### src/rtl/calc_req_arbiter.sv
// Round-robin arbiter sharing one fullcalc among N_REQ requesters: pick, latch operands,
// pulse GO, wait for a qualified done (or watchdog expiry), then return the result with ack.
module calc_req_arbiter #(
    parameter int N_REQ   = 4,
    parameter int DW      = 4,
    parameter int OPW     = 3,
    parameter int TIMEOUT = 64
) (
    input  logic                     clk,
    input  logic                     rst,
    input  logic [N_REQ-1:0]         req,
    input  logic [N_REQ*OPW-1:0]     req_op,
    input  logic [N_REQ*DW-1:0]      req_a,
    input  logic [N_REQ*DW-1:0]      req_b,
    output logic [N_REQ-1:0]         ack,
    output logic [DW-1:0]            res_hi,
    output logic [DW-1:0]            res_lo,
    output logic                     res_err,
    output logic                     res_tmo,
    output logic [$clog2(N_REQ)-1:0] res_id,
    output logic                     res_valid,
    output logic                     busy,
    output logic                     calc_go,
    output logic [OPW-1:0]           calc_op,
    output logic [DW-1:0]            calc_in1,
    output logic [DW-1:0]            calc_in2,
    input  logic                     calc_done,
    input  logic                     calc_error,
    input  logic [DW-1:0]            calc_hi,
    input  logic [DW-1:0]            calc_lo
);

    localparam int IDW = $clog2(N_REQ);
    localparam int WDW = $clog2(TIMEOUT);

    typedef enum logic [1:0] {
        S_IDLE  = 2'd0,
        S_ISSUE = 2'd1,
        S_WAIT  = 2'd2,
        S_RESP  = 2'd3
    } state_t;

    state_t           state_q,   state_d;
    logic [IDW-1:0]   rr_ptr_q,  rr_ptr_d;
    logic [IDW-1:0]   grant_q,   grant_d;
    logic [OPW-1:0]   op_q,      op_d;
    logic [DW-1:0]    in1_q,     in1_d;
    logic [DW-1:0]    in2_q,     in2_d;
    logic             armed_q,   armed_d;
    logic [WDW-1:0]   wd_q,      wd_d;
    logic [DW-1:0]    res_hi_q,  res_hi_d;
    logic [DW-1:0]    res_lo_q,  res_lo_d;
    logic             res_err_q, res_err_d;
    logic             res_tmo_q, res_tmo_d;
    logic [IDW-1:0]   res_id_q,  res_id_d;

    logic             pick_vld;
    logic [IDW-1:0]   pick_id;
    logic [IDW:0]     rr_sum;
    logic [OPW-1:0]   sel_op;
    logic [DW-1:0]    sel_a;
    logic [DW-1:0]    sel_b;

    // Walk from the farthest candidate back to rr_ptr so the nearest requester wins last.
    always_comb begin : rr_pick
        pick_vld = 1'b0;
        pick_id  = '0;
        rr_sum   = '0;
        for (int k = N_REQ - 1; k >= 0; k--) begin
            rr_sum = {1'b0, rr_ptr_q} + (IDW+1)'(k);
            if (rr_sum >= (IDW+1)'(N_REQ)) begin
                rr_sum = rr_sum - (IDW+1)'(N_REQ);
            end
            if (req[rr_sum[IDW-1:0]]) begin
                pick_vld = 1'b1;
                pick_id  = rr_sum[IDW-1:0];
            end
        end
    end

    always_comb begin : operand_mux
        sel_op = '0;
        sel_a  = '0;
        sel_b  = '0;
        for (int i = 0; i < N_REQ; i++) begin
            if (pick_id == IDW'(i)) begin
                sel_op = req_op[i*OPW +: OPW];
                sel_a  = req_a[i*DW +: DW];
                sel_b  = req_b[i*DW +: DW];
            end
        end
    end

    always_comb begin : next_state
        state_d   = state_q;
        rr_ptr_d  = rr_ptr_q;
        grant_d   = grant_q;
        op_d      = op_q;
        in1_d     = in1_q;
        in2_d     = in2_q;
        armed_d   = armed_q;
        wd_d      = wd_q;
        res_hi_d  = res_hi_q;
        res_lo_d  = res_lo_q;
        res_err_d = res_err_q;
        res_tmo_d = res_tmo_q;
        res_id_d  = res_id_q;

        case (state_q)
            S_IDLE: begin
                if (pick_vld) begin
                    grant_d = pick_id;
                    op_d    = sel_op;
                    in1_d   = sel_a;
                    in2_d   = sel_b;
                    state_d = S_ISSUE;
                end
            end
            S_ISSUE: begin
                wd_d    = '0;
                armed_d = 1'b0;
                state_d = S_WAIT;
            end
            S_WAIT: begin
                // A done that is already high at GO belongs to the previous op;
                // only a done seen after at least one low sample is accepted.
                if (!calc_done) begin
                    armed_d = 1'b1;
                end
                if (armed_q && calc_done) begin
                    res_hi_d  = calc_hi;
                    res_lo_d  = calc_lo;
                    res_err_d = calc_error;
                    res_tmo_d = 1'b0;
                    res_id_d  = grant_q;
                    state_d   = S_RESP;
                end else if (wd_q == WDW'(TIMEOUT - 1)) begin
                    res_hi_d  = '0;
                    res_lo_d  = '0;
                    res_err_d = 1'b1;
                    res_tmo_d = 1'b1;
                    res_id_d  = grant_q;
                    state_d   = S_RESP;
                end else begin
                    wd_d = wd_q + 1'b1;
                end
            end
            S_RESP: begin
                rr_ptr_d = (grant_q == IDW'(N_REQ - 1)) ? '0 : grant_q + 1'b1;
                state_d  = S_IDLE;
            end
            default: begin
                state_d = S_IDLE;
            end
        endcase
    end

    always_ff @(posedge clk) begin
        if (rst) begin
            state_q   <= S_IDLE;
            rr_ptr_q  <= '0;
            grant_q   <= '0;
            op_q      <= '0;
            in1_q     <= '0;
            in2_q     <= '0;
            armed_q   <= 1'b0;
            wd_q      <= '0;
            res_hi_q  <= '0;
            res_lo_q  <= '0;
            res_err_q <= 1'b0;
            res_tmo_q <= 1'b0;
            res_id_q  <= '0;
        end else begin
            state_q   <= state_d;
            rr_ptr_q  <= rr_ptr_d;
            grant_q   <= grant_d;
            op_q      <= op_d;
            in1_q     <= in1_d;
            in2_q     <= in2_d;
            armed_q   <= armed_d;
            wd_q      <= wd_d;
            res_hi_q  <= res_hi_d;
            res_lo_q  <= res_lo_d;
            res_err_q <= res_err_d;
            res_tmo_q <= res_tmo_d;
            res_id_q  <= res_id_d;
        end
    end

    always_comb begin : outputs
        ack = '0;
        if (state_q == S_RESP) begin
            ack[grant_q] = 1'b1;
        end
    end

    assign res_valid = (state_q == S_RESP);
    assign busy      = (state_q != S_IDLE);
    assign calc_go   = (state_q == S_ISSUE);
    assign calc_op   = op_q;
    assign calc_in1  = in1_q;
    assign calc_in2  = in2_q;
    assign res_hi    = res_hi_q;
    assign res_lo    = res_lo_q;
    assign res_err   = res_err_q;
    assign res_tmo   = res_tmo_q;
    assign res_id    = res_id_q;

endmodule

### config.mk
export PLATFORM = sky130hd
export DESIGN_NAME = calc_req_arbiter
export DESIGN_NICKNAME = d
export VERILOG_FILES = /design/src/rtl/calc_req_arbiter.sv
export SDC_FILE = /design/constraint.sdc
export NUM_CORES = 1
export LEC_CHECK = 0
export ABC_CLOCK_PERIOD_IN_PS = 4700
export CAP_MARGIN = 20
export CORE_MARGIN = 2
export CORE_UTILIZATION = 46
export CTS_BUF_LIST = sky130_fd_sc_hd__clkbuf_4
export CTS_CLUSTER_DIAMETER = 80
export DETAILED_ROUTE_END_ITERATION = 10
export PLACE_DENSITY = 0.85
export SYNTH_ARGS = -nofsm -noshare
export SYNTH_HDL_FRONTEND = slang
export SYNTH_SLANG_ARGS = --single-unit
### constraint.sdc
create_clock -name clk -period 4.7 [get_ports clk]
set_clock_uncertainty 0.05 [all_clocks]
set_input_delay 0.94 -clock clk [delete_from_list [all_inputs] [get_ports clk]]
set_output_delay 0.94 -clock clk [all_outputs]
set_load 0.02 [all_outputs]
==> out/qor.csv <==
metric,value,unit
vias per std cell,5.261,
Final ANT Viol Nets,0,
Worst path top cell family by delay,buffers and inverters,
CTS root buf,clkbuf_4,
die height,68.93,microns
Die ar.,4751,sq um
crit path capture,ack[3],
cell depth of the worst flop-to-flop path,7,
Post-DP HPWL,3973,microns
Final period util,0.6102,
Critical Path End Type,primary output,
ANT cells,0,
number of cells traversed by the worst hold path,2,
CTS Hold Buffers Added,0,
met3 routed WL,295,microns
DR vias,1831,
all-layer global routing usage,0.2177,
register area share after synthesis,0.3716,
FMAX,0.3487,GHz
vias in the first global route,1692,
Synth top area share,0.3716,
"Hold Violations, Final",0,
RR Startpoint,state_q[0],
CTS max path bufs,2,
Worst-path clk slew,0.12,ns
Post-Synthesis Net Count,281,
CTS tree,done,
wire length per cell,14.93,microns
CP max stage delay,0.62,ns
Worst Path Required,3.71,ns
clock group share of total power,0.214,
worst hold path class,register to register,
worst path bufs/invs,1,
starting density of the core,0.4814,
Post-synth ARST share,0,
DR top layer,met4,
"Slowest-stage cell, CP",clkdlybuf4s50_1,
number of max-cap violations,0,
worst setup path start,state_q[1],
synth top area cells,"dfxtp_1, mux2i_1, o221ai_2",
area delta synth->final,50.84,%
FF-to-FF setup slack,2.45,ns
clock tree sinks,36,
power per cell area,368.8,nW/um^2
first-pass GRT wire length,7686,microns
initial antenna violation count,0,
RSZ-0062 raised after global routing,false,
CP cell instances,ha_1 > and2_1 > clkdlybuf4s50_1,
post-CTS sizing,0,
Starting DRT DRC Count,48,
wire length on met2,2590,microns
Core Area,4029,sq um
Comb power frac,0.428,
worst skew pair latency,0.35,ns
# fillers,320,
post-CTS setup buffers,0,
leakage,1.071,nW
total gr overflow,0,
crit path max fanout,7,
Die Wd,68.93,microns
Post-route DRC,0,
Pre-antenna DRT Iters,4,
mapped cell area,1939,sq um
WP data arrival,1.88,ns
layout cell share with drive strength beyond 1,0.07047,
total negative slack,0,ns
slack of the critical path,1.832,ns
Mapped Cells,211,
syn avg cell area,9.191,sq um
largest area contributor in the netlist,dfxtp_1,
port buffer count,89,
WHS,0.4304,ns
worst vdd ir,0.1897,mV
Total Wirelength,5196,microns
"EDFF count, synth",0,
P_sw,0.3915,mW
CP Launch Type,register,
# rows,23,
Crit path depth,3,
largest net degree at the start of global routing,25,
# IOs,90,
Final Wtd Congestion,0.8657,
Final setup viols,0,
critical path type,register to primary output,
Sw Ratio,0.3629,
wl on met1,2216,microns
H-tree depth,2,
Internal,0.6872,mW
Total Nets Final,367,
Yosys cell types,29,
sequential power share,0.358,
CTS Buf Count,5,
RR Endpoint,res_id[0],
Worst slew margin,0.4269,
"Slew Viols, Final",0,
"FF+latch count, synth",36,
Synth Warn #,0,
pin slew with the least headroom to its limit,0.8569,ns
status,finished clean,
min Tclk post-route,2.868,ns
dpl ws,1.547,ns
Main synth FF type,dfxtp_1,
-- placed cells by master, fill, tap and decap left out --
master	instances
a21oi_1	18
o2bb2a_1	1
nand4_1	5
mux2i_1	28
a32o_1	1
clkbuf_4	5
nand2_1	24
or3_1	1
clkdlybuf4s50_1	89
a21o_1	1
nor3_1	5
xor2_1	2
nor4_1	2
xnor2_1	2
dfxtp_1	36
nor2b_1	1
buf_4	1
a211oi_1	1
inv_6	1
o221ai_2	11
and2_1	4
clkinvlp_4	1
and3_1	1
inv_1	9
nor2_1	18
bufinv_16	1
ha_1	10
a311oi_4	1
nand2b_1	4
nand3_1	11
and4_1	1
o21ai_0	2
-- cells in the mapped netlist, types with 5 or more instances --
master,instances
dfxtp_1,36
mux2i_1,28
nand2_1,24
a21oi_1,18
nor2_1,18
nand3_1,11
o221ai_2,11
ha_1,10
inv_1,9
clkbuf_1,7
nand4_1,5
nor3_1,5
-- tightest hold or removal path: cells and delay by family (launching register included) --
kind	cells	cell delay (ns)
DFF	1	0.33
AOI/OAI and AO/OA	1	0.06
and+or+nand+nor	1	0.06
-- per-stage QoR --
stage | utilization | cell area, sq um | power [mW] | std cells
floorplan | - | 1939 | 0.6701 | 211
global placement | 0.7053 | 2841 | 0.8433 | 340
detailed placement | 0.7053 | 2841 | 0.8534 | 340
CTS | 0.7261 | 2925 | 1.082 | 348
global route | 0.7261 | 2925 | 1.134 | 348
finish | 0.7261 | 2925 | 1.079 | 348
-- power by group through the flow --
stage                     combinational, mW  clock (mW)  sequential [mW]
final                                 0.462       0.231            0.386
after global routing                  0.498       0.244            0.392
after CTS                             0.464       0.233            0.386
after detailed placement              0.462           0            0.391
after global placement                0.453           0            0.391
after floorplan                       0.245           0            0.425
-- sequential cells by signal, indices dropped and copies added, names as in the netlist --
register / cells
rr_ptr_q: 2
calc_op: 3
state_q: 2
grant_q: 2
res_hi: 4
res_id: 2
res_err: 1
wd_q: 6
res_tmo: 1
calc_in1: 4
armed_q: 1
calc_in2: 4
res_lo: 4
-- cells by family after synthesis --
kind of cell	share of synthesized area
AO/OA/AOI/OAI	0.1684
XOR/XNOR	0.01807
adder cells (fa/ha/maj)	0.06452
buffers and inverters	0.04774
flip-flops	0.3716
multiplexers	0.1445
AND/OR/NAND/NOR	0.1852
-- area by class of cell --
class	count	area, sq um	share of cell area
Clock buffer	5	37.54	0.01283
Clock inverter	3	46.29	0.01583
Inverter	9	33.78	0.01155
Multi-Input combinational cell	155	1126	0.3849
Sequential cell	36	720.7	0.2464
Tap cell	50	62.56	0.02139
Timing Repair Buffer	90	898.4	0.3071
-- worst min-delay path by stage --
stage / end / start / slack [ns]
3_5_place_dp: calc_in1[3] / calc_in1[3] / 0.40
3_3_place_gp: calc_in2[1] / calc_in2[1] / 0.39
4_1_cts: res_lo[3] / res_lo[3] / 0.43
2_1_floorplan: wd_q[1] / wd_q[1] / 0.40
5_1_grt: res_hi[0] / res_hi[0] / 0.45
6_report: res_hi[0] / res_hi[0] / 0.43
-- metal layers --
metal | vias up | global-route usage
li1 | 925 | -
met4 | 0 | 0.1054
met2 | 58 | 0.3594
met1 | 840 | 0.2688
met5 | - | 0
met3 | 8 | 0.04545
Note: power is estimated with default switching activity, not from simulation.
